[config.mk]
export PLATFORM = sky130hd
export DESIGN_NAME = debug_ram_loader
export DESIGN_NICKNAME = d
export VERILOG_FILES = /design/src/rtl/loader_pkg.sv /design/src/rtl/reset_hold_timer.sv /design/src/rtl/debug_ram_loader.sv
export SDC_FILE = /design/constraint.sdc
export NUM_CORES = 1
export LEC_CHECK = 0
export BUFFER_PORTS_ARGS = -buffer_cell sky130_fd_sc_hd__buf_2
export CAP_MARGIN = 15
export CORE_AREA = 2 2 132 134
export DETAILED_ROUTE_END_ITERATION = 7
export DIE_AREA = 0 0 134 136
export MAX_ROUTING_LAYER = met4
export SLEW_MARGIN = 20
export SYNTH_ARGS = -nofsm -noshare
export SYNTH_HDL_FRONTEND = slang
export SYNTH_HIERARCHICAL = 1
export SYNTH_SLANG_ARGS = --single-unit
[constraint.sdc]
create_clock -name CPU_CLK -period 2.58 [get_ports CPU_CLK]
set_input_delay 0.774 -clock CPU_CLK [delete_from_list [all_inputs] [get_ports CPU_CLK]]
set_output_delay 0.774 -clock CPU_CLK [all_outputs]
set_load 0.005 [all_outputs]
[src/rtl/loader_pkg.sv]
// Shared types and constants for the debug RAM loader: FSM states, BRAM select
// encodings, the full-word write strobe and a word-to-byte address helper.
package loader_pkg;

  typedef enum logic [2:0] {
    IDLE     = 3'd0,
    LOAD     = 3'd1,
    HOLD     = 3'd2,
    RUN      = 3'd3,
    DUMP_RD  = 3'd4,
    DUMP_OUT = 3'd5
  } loader_state_e;

  localparam logic RAM_SEL_DATA = 1'b0;
  localparam logic RAM_SEL_INST = 1'b1;

  localparam logic [3:0] WE_ALL = 4'b1111;

  function automatic logic [31:0] byte_addr(input logic [31:0] word_index);
    return word_index << 2;
  endfunction

endpackage

[src/rtl/reset_hold_timer.sv]
// Loadable down-counter that stretches the core reset after an image load;
// done is high whenever the count has reached zero.
module reset_hold_timer #(
  parameter int WIDTH = 3
) (
  input  logic             clk,
  input  logic             rst,
  input  logic             load,
  input  logic [WIDTH-1:0] load_value,
  input  logic             count_en,
  output logic             done
);

  logic [WIDTH-1:0] count_q, count_d;

  always_comb begin
    count_d = count_q;
    if (load) begin
      count_d = load_value;
    end else if (count_en && (count_q != '0)) begin
      count_d = count_q - 1'b1;
    end
  end

  always_ff @(posedge clk) begin
    if (rst) begin
      count_q <= '0;
    end else begin
      count_q <= count_d;
    end
  end

  assign done = (count_q == '0);

endmodule

[src/rtl/debug_ram_loader.sv]
// Streams an image into the data or instruction BRAM, holds the core in reset
// while loading/dumping, and reads a BRAM back out. Optional: LOADER_CHECKSUM_EN.
module debug_ram_loader
  import loader_pkg::*;
#(
  parameter int BRAM_WORDS = 4096,
  parameter int RST_HOLD   = 5
) (
  input  logic        CPU_CLK,
  input  logic        CPU_RST,
  input  logic        S_VALID,
  output logic        S_READY,
  input  logic [31:0] S_DATA,
  input  logic        S_LAST,
  input  logic        RAM_SEL,
  input  logic        START_DUMP,
  output logic        DUMP_VALID,
  input  logic        DUMP_READY,
  output logic [31:0] DUMP_ADDR,
  output logic [31:0] DUMP_DATA,
  output logic        CORE_RST,
  output logic        LOAD_OVF,
  output logic [31:0] LOAD_CSUM,
  output logic [31:0] DataRAM_A2,
  output logic [31:0] DataRAM_WD2,
  output logic [3:0]  DataRAM_WE2,
  input  logic [31:0] DataRAM_RD2,
  output logic [31:0] InstRAM_A2,
  output logic [31:0] InstRAM_WD2,
  output logic [3:0]  InstRAM_WE2,
  input  logic [31:0] InstRAM_RD2
);

  localparam int IW = $clog2(BRAM_WORDS) + 1;
  localparam int HW = (RST_HOLD < 1) ? 1 : $clog2(RST_HOLD + 1);
  localparam logic [IW-1:0] WORDS_LIM = IW'(BRAM_WORDS);
  localparam logic [IW-1:0] LAST_IDX  = IW'(BRAM_WORDS - 1);

  loader_state_e state_q, state_d;
  logic [IW-1:0] index_q, index_d;
  logic          sel_q, sel_d;
  logic          ovf_q, ovf_d;
  logic          dump_valid_q, dump_valid_d;
  logic [31:0]   dump_addr_q, dump_addr_d;
  logic [31:0]   dump_data_q, dump_data_d;
  logic          cap_q, cap_d;

  logic          wr_en;
  logic          rd_active;
  logic          port_sel;
  logic [31:0]   port_addr;
  logic          hold_load;
  logic          hold_done;
  logic [31:0]   rd_data;

  reset_hold_timer #(
    .WIDTH(HW)
  ) u_hold (
    .clk       (CPU_CLK),
    .rst       (CPU_RST),
    .load      (hold_load),
    .load_value(HW'(RST_HOLD)),
    .count_en  (state_q == HOLD),
    .done      (hold_done)
  );

  assign S_READY  = !CPU_RST && ((state_q == IDLE) || (state_q == LOAD) || (state_q == RUN));
  assign CORE_RST = CPU_RST || (state_q != RUN);
  assign rd_data  = (sel_q == RAM_SEL_INST) ? InstRAM_RD2 : DataRAM_RD2;

  always_comb begin
    state_d      = state_q;
    index_d      = index_q;
    sel_d        = sel_q;
    ovf_d        = ovf_q;
    dump_valid_d = dump_valid_q;
    dump_addr_d  = dump_addr_q;
    dump_data_d  = dump_data_q;
    cap_d        = 1'b0;
    wr_en        = 1'b0;
    rd_active    = 1'b0;
    port_sel     = sel_q;
    port_addr    = byte_addr(32'(index_q));
    hold_load    = 1'b0;

    unique case (state_q)
      IDLE, RUN: begin
        // A new image always starts at word 0 of the BRAM chosen on its first word.
        if (S_VALID) begin
          wr_en     = 1'b1;
          port_sel  = RAM_SEL;
          port_addr = '0;
          sel_d     = RAM_SEL;
          index_d   = IW'(1);
          if (S_LAST) begin
            state_d   = HOLD;
            hold_load = 1'b1;
          end else begin
            state_d = LOAD;
          end
        end else if (START_DUMP) begin
          sel_d   = RAM_SEL;
          index_d = '0;
          state_d = DUMP_RD;
        end
      end

      LOAD: begin
        // Past the end of the BRAM words are swallowed and the index saturates.
        if (S_VALID) begin
          if (index_q < WORDS_LIM) begin
            wr_en   = 1'b1;
            index_d = index_q + 1'b1;
          end else begin
            ovf_d = 1'b1;
          end
          if (S_LAST) begin
            state_d   = HOLD;
            hold_load = 1'b1;
          end
        end
      end

      HOLD: begin
        if (hold_done) begin
          state_d = RUN;
        end
      end

      DUMP_RD: begin
        rd_active    = 1'b1;
        state_d      = DUMP_OUT;
        dump_valid_d = 1'b1;
        dump_addr_d  = port_addr;
        cap_d        = 1'b1;
      end

      DUMP_OUT: begin
        // RD2 is only valid one cycle after DUMP_RD; latch it then and hold it.
        rd_active = 1'b1;
        if (cap_q) begin
          dump_data_d = rd_data;
        end
        if (DUMP_READY) begin
          dump_valid_d = 1'b0;
          if (index_q < LAST_IDX) begin
            index_d = index_q + 1'b1;
            state_d = DUMP_RD;
          end else begin
            state_d = IDLE;
          end
        end
      end

      default: begin
        state_d = IDLE;
      end
    endcase
  end

  always_comb begin
    DataRAM_A2  = '0;
    DataRAM_WD2 = '0;
    DataRAM_WE2 = '0;
    InstRAM_A2  = '0;
    InstRAM_WD2 = '0;
    InstRAM_WE2 = '0;
    if (!CPU_RST && (wr_en || rd_active)) begin
      if (port_sel == RAM_SEL_INST) begin
        InstRAM_A2  = port_addr;
        InstRAM_WD2 = wr_en ? S_DATA : '0;
        InstRAM_WE2 = wr_en ? WE_ALL : '0;
      end else if (port_sel == RAM_SEL_DATA) begin
        DataRAM_A2  = port_addr;
        DataRAM_WD2 = wr_en ? S_DATA : '0;
        DataRAM_WE2 = wr_en ? WE_ALL : '0;
      end
    end
  end

  always_ff @(posedge CPU_CLK) begin
    if (CPU_RST) begin
      state_q      <= IDLE;
      index_q      <= '0;
      sel_q        <= RAM_SEL_DATA;
      ovf_q        <= 1'b0;
      dump_valid_q <= 1'b0;
      dump_addr_q  <= '0;
      dump_data_q  <= '0;
      cap_q        <= 1'b0;
    end else begin
      state_q      <= state_d;
      index_q      <= index_d;
      sel_q        <= sel_d;
      ovf_q        <= ovf_d;
      dump_valid_q <= dump_valid_d;
      dump_addr_q  <= dump_addr_d;
      dump_data_q  <= dump_data_d;
      cap_q        <= cap_d;
    end
  end

  assign LOAD_OVF   = ovf_q;
  assign DUMP_VALID = dump_valid_q;
  assign DUMP_ADDR  = dump_addr_q;
  assign DUMP_DATA  = ((state_q == DUMP_OUT) && cap_q) ? rd_data : dump_data_q;

`ifdef LOADER_CHECKSUM_EN
  logic [31:0] csum_q, csum_d;
  logic        new_image;

  assign new_image = (state_q == IDLE) || (state_q == RUN);

  always_comb begin
    csum_d = csum_q;
    if (S_VALID && S_READY) begin
      csum_d = new_image ? S_DATA : (csum_q + S_DATA);
    end
  end

  always_ff @(posedge CPU_CLK) begin
    if (CPU_RST) begin
      csum_q <= '0;
    end else begin
      csum_q <= csum_d;
    end
  end

  assign LOAD_CSUM = csum_q;
`else
  assign LOAD_CSUM = '0;
`endif

endmodule

==> results of run 1 <==
-- critical path, cell delays in order --
cell and delay, ps:
buf_6 90, nor2b_4 120, nand3_2 100, mux2i_4 310, nor2b_4 70, buf_12 160, and2_1 160, buf_2 130
-- metrics by stage --
stage                     hold slack [ps]  power, mW
after CTS                             454       4.10
after global routing                  472       4.32
after detailed placement              446       2.61
after floorplan                       453       2.27
after global placement                442       2.60
final                                 451       4.08
-- Yosys cell counts (all sizes together), types with 3 or more instances --
library cell / count / share of area
a211oi: 4 / 0.0096
a21oi: 25 / 0.029
a31oi: 11 / 0.015
and2: 84 / 0.11
and3: 35 / 0.044
and4: 3 / 0.0053
buf: 118 / 0.18
clkbuf: 19 / 0.015
dfxtp: 68 / 0.27
ha: 3 / 0.0076
inv: 12 / 0.0091
mux2i: 35 / 0.073
nand2: 74 / 0.057
nand2b: 8 / 0.013
nand3: 8 / 0.010
nand4: 6 / 0.0076
nor2: 15 / 0.011
nor2b: 4 / 0.0071
nor3: 11 / 0.012
o211ai: 3 / 0.0055
o21ai: 42 / 0.042
o31ai: 4 / 0.0061
o32ai: 3 / 0.0068
or3: 6 / 0.0076
-- repair_timing --
| item | 4_1_cts | 5_1_grt |
|---|---|---|
| pin swaps | 10 | 5 |
| endpoints found under the setup margin | 112 | 111 |
| resized for setup | 35 | 38 |
| gates cloned | 2 | 0 |
| buffers inserted | 3 | 0 |
-- sequential cells by signal (all words and copies together) (netlist names) --
| signal | cells |
|---|---|
| DUMP_ADDR | 13 |
| DUMP_VALID | 1 |
| LOAD_OVF | 1 |
| cap_q | 1 |
| dump_data_q | 32 |
| index_q | 13 |
| sel_q | 1 |
| state_q | 3 |
| u_hold/count_q | 3 |
-- layout make-up --
cell class / instances / area, µm²
Tap cell: 225 / 282
Clock buffer: 9 / 225
Fill cell: 1801 / 10100
Timing Repair Buffer: 281 / 1650
Clock inverter: 7 / 98.8
Multi-Input combinational cell: 500 / 3070
Antenna cell: 3 / 7.51
Inverter: 12 / 45.0
Sequential cell: 68 / 1370
-- final timing paths --
| path | cells after the start | from | end | slack [ps] |
|---|---|---|---|---|
| max reg2reg | 6 | state_q[2] | index_q[8] | 680 |
| max | 8 | S_VALID | InstRAM_WD2[19] | -110 |
| min | 2 | DUMP_ADDR[12] | DUMP_ADDR[12] | 450 |
| min reg2reg | 2 | DUMP_ADDR[12] | DUMP_ADDR[12] | 450 |
-- per-layer routing --
| layer | routed length, µm | track usage |
|---|---|---|
| met3 | 655 | 0.0399 |
| met5 | 0 | - |
| met2 | 7100 | 0.245 |
| met4 | 94 | 0.0319 |
| met1 | 6390 | 0.185 |
-- power by group through the flow --
stage	registers, mW	logic [mW]	clock network, mW
6_report	1.21	1.53	1.34
5_1_grt	1.22	1.67	1.44
4_1_cts	1.21	1.50	1.39
3_5_place_dp	1.22	1.39	0
3_3_place_gp	1.22	1.38	0
2_1_floorplan	1.15	1.12	0
-- cell families after synthesis --
family	count (synthesis)	share of synthesized area
AND/OR/NAND/NOR	261	0.293
buffers and inverters	149	0.202
AO/OA/AOI/OAI	107	0.147
flip-flops	68	0.274
multiplexers	35	0.0731
adder cells (fa/ha/maj)	3	0.00757
other	2	0.00151
XOR/XNOR	1	0.00177
==> impl_metrics.ini, run 1 <==
[global_routing]
first_global_vias = 4072
grt_pass1_wl_mm = 21.4
grtUsageTotal = 0.150
grt_max_degree = 65
grt_remaining_overflow = 0
antenna_found_initial = 3

[die]
placementRows = 48
initial_core_util = 0.294
dieArea_um2 = 18200
ioPinCount = 339
core_um2 = 16900
die_x_um = 134
die_h_um = 136

[power]
seqPwrFrac = 0.296
swShare = 0.347
p_int_mw = 2.66
clkPwrFrac = 0.329
max-vdd-ir-drop_mv = 0.298
p_leak_nw = 3.39
p_switching_mw = 1.42
pwr-share-comb = 0.374
powerDensity_nw_per_um2 = 603

[synth]
avgSynthCellArea_um2 = 7.93
ys_seq_area_frac = 0.274
synth_area_um2 = 4960
ys_types = 62
synth_ff_type = dfxtp_1
ys_ff_latch = 68
netlist_instances = 626
async_flop_share = 0
yosys_warnings = 6
synth_edf_count = 0

[cts]
numCtsBuffers = 9
ctsHoldBuffers = 0
cts_tree = yes
cts.path.max_buffers = 2
clkLatencyLatePin_ps = 330
clock-sinks = 68
cts_root_buf = clkbuf_16
path_clk_slew_ps = 60
htree_num_levels = 3

[layout]
post-route-cell-area_um2 = 6760
utilization = 0.400
final_nets = 978
drive_above_1_share = 0.404
area_growth_pct = 36.2
stdcell_count = 1105
layout_common_cells = 232 x buf_2, 92 x conb_1, 77 x and2_1
layout_commonest_cell = buf_2

[drt]
post_drt_wl_per_cell_um = 12.9
dr.pass1.iters = 4
totalWireLength_mm = 14.2
first_iter_violations = 166
route.vias.total = 4713
drc = 0
ant_nets = 0
vias_per_cell = 4.27

[worst_setup_path]
path_max_fanout = 36
crit_arrival_ps = 1920
cp-start-kind = input port
end_kind = primary output
crit_required_ps = 1810
path_class = input port to primary output

[timing]
rsz0062_at_grt = yes
fin_ws_ps = -111
fin_crit_ps = 2690
fin_setup_tns_ps = -5900
max-slew-margin-rel = 0.632
setup_viol = 79
finClkSkew_ps = 8.95
timing.fmax_mhz = 372
period_share = 1.04
worst_pin_slew_ps = 552
slew_viol_final = 0
final-hold-violation-count = 0

[placement]
dp_slack_ps = -168
routabilityCongestion = 0.805
dp.cells = 1082
placed_area_um2 = 6130
portBuffers = 249
hpwl_mm = 10.8

[run_status]
violations = negative setup slack
status = finished with violations

[hold_path]
worstHoldPathType = register to register

[flow_run]
cap_violations = 0
No activity file was read; power rests on OpenSTA's default activity.
==> run 2: changes to the inputs <==
ABC_AREA = 1   (was unset)
CORE_AREA = 2 2 130 132   (was 2 2 132 134)
DIE_AREA = 0 0 132 134   (was 0 0 134 136)
PLACE_DENSITY = 0.67   (was unset)
==> impl_metrics.ini, run 2 <==
[run_status]
status = finished with violations
violations = negative setup slack

[synth]
synth_ff_type = dfxtp_1
synth_area_um2 = 5370
yosys_warnings = 6
async_flop_share = 0
avgSynthCellArea_um2 = 7.21
netlist_instances = 745
synth_edf_count = 0
ys_top_cells_by_area = dfxtp_1 25%, buf_4 14%, a211oi_2 7.0%, inv_1 6.9%, nor2_1 6.3%
yosysTopAreaCell = dfxtp_1
yosys-top-cells-count = 102 x buf_4, 99 x inv_1, 90 x nor2_1, 68 x dfxtp_1, 68 x nand2_1
ys_types = 35
ys_ff_latch = 68
yosysTopAreaCellShare = 0.253
yosysMostFrequentCell = buf_4
ys_seq_area_frac = 0.253

[power]
power_mw = 5.01
powerDensity_nw_per_um2 = 696
max-vdd-ir-drop_mv = 0.355
p_leak_nw = 3.95

[drt]
vias_per_cell = 4.24
post_drt_wl_per_cell_um = 13.1
first_iter_violations = 136
route.vias.total = 5205
totalWireLength_mm = 16.0
dr.pass1.iters = 4
drc = 0
ant_nets = 0

[die]
ioPinCount = 339
dieArea_um2 = 17700
die_h_um = 134
placementRows = 47
core_um2 = 16300
initial_core_util = 0.330
die_x_um = 132

[cts]
htree_num_levels = 3
cts_root_buf = clkbuf_16
clkLatencyLatePin_ps = 330
path_clk_slew_ps = 50
cts_tree = yes
cts.path.max_buffers = 2
clock-sinks = 68
numCtsBuffers = 9

[flow_run]
cap_violations = 0

[layout]
diodes = 0
largest_register_ffs = 32
regMostFlops = dump_data_q
layout_common_cells = 248 x buf_2, 93 x inv_1, 92 x conb_1
layout_commonest_cell = buf_2
area_growth_pct = 34.0
drive_above_1_share = 0.449
multi_input_area_um2 = 3120
final_nets = 1109
n_fill_cell = 1696
ff_latch_area_um2 = 1370

[placement]
hpwl_mm = 12.2
dp_slack_ps = -87.1
routabilityCongestion = 0.921
portBuffers = 249

[timing]
setup_viol = 6
period_share = 1.01
fin_ws_ps = -33.4
max-slew-margin-rel = 0.633
fin_crit_ps = 2610
rsz0062_at_grt = yes
final-hold-violation-count = 0
worst_pin_slew_ps = 550
finClkSkew_ps = 4.50
slew_viol_final = 0
timing.fmax_mhz = 383

[hold_path]
worstHoldPathType = register to register

[global_routing]
grt_pass1_wl_mm = 24.3
first_global_vias = 4774
grt_max_degree = 34
grt_remaining_overflow = 0
grtUsageTotal = 0.175
antenna_found_initial = 0

[worst_setup_path]
cp-start-kind = input port
path_class = input port to primary output
end_kind = primary output
crit_required_ps = 1810
crit_arrival_ps = 1840
path_max_fanout = 5
==> run 2: final timing paths <==
kind / startpoint / end / slack (ps) / cells after the start
setup / recovery: S_VALID / DataRAM_A2[5] / -30 / 9
setup reg to reg: state_q[1] / index_q[2] / 850 / 12
hold / removal: DUMP_VALID / DUMP_VALID / 500 / 2
hold reg to reg: DUMP_VALID / DUMP_VALID / 500 / 2
==> run 2: power by group <==
group | internal [mW] | leakage, nW | switching (mW)
clock | 0.748 | 0.142 | 0.483
sequential | 1.21 | 0.552 | 0.111
combinational | 1.01 | 3.26 | 1.45
total | 2.97 | 3.95 | 2.04
==> run 2: cell families after synthesis <==
logic type / count (synthesis) / share of synthesized area
AOI/OAI and AO/OA: 126 / 0.167
other: 2 / 0.00140
DFF: 68 / 0.253
buffers and inverters: 235 / 0.248
xor gates and xnor gates: 4 / 0.00652
muxes: 32 / 0.0596
and+or+nand+nor: 275 / 0.256
adders and majority gates: 3 / 0.00699
==> run 2: worst max-delay path, stage by stage <==
cell and delay [ps]:
buf_8 80, inv_4 30, nor2_4 110, o21ai_4 80, a21oi_4 260, buf_6 200
nand2_4 60, nor2_2 100, buf_2 120
==> run 2: stage by stage <==
| stage | utilization | TNS [ps] | cell area (µm²) | std cells | hold WS (ps) |
|---|---|---|---|---|---|
| 4_1_cts | 0.432 | -236 | 7040 | 1224 | 507 |
| 3_5_place_dp | 0.402 | -1250 | 6540 | 1199 | 461 |
| 2_1_floorplan | - | 0 | 5710 | 835 | 461 |
| 6_report | 0.442 | -73.8 | 7200 | 1228 | 505 |
| 5_1_grt | 0.442 | -7430 | 7200 | 1228 | 525 |
| 3_3_place_gp | 0.402 | -1110 | 6540 | 1199 | 473 |
==> run 2: metal layers <==
metal / track usage / routed length [µm] / up-vias
li1: - / - / 2674
met1: 0.220 / 7240 / 2364
met2: 0.293 / 7890 / 157
met3: 0.0314 / 763 / 10
met4: 0.0417 / 159 / 0
met5: - / 0 / -
==> run 2: layout make-up <==
cell class | count | area share
multi-input cells | 532 | 0.434
repair buffers | 284 | 0.239
flip-flops and latches | 68 | 0.190
inverters | 108 | 0.0577
well taps | 220 | 0.0382
clock buffers | 10 | 0.0318
clock inverters | 6 | 0.00904
==> run 2: repair_timing <==
item | 4_1_cts | 5_1_grt
hold buffers | 0 | 0
resized for setup | 22 | 29
cloned | 3 | 2
pin swaps | 5 | 12
setup buffers | 6 | 2
setup endpoints to repair | 127 | 126
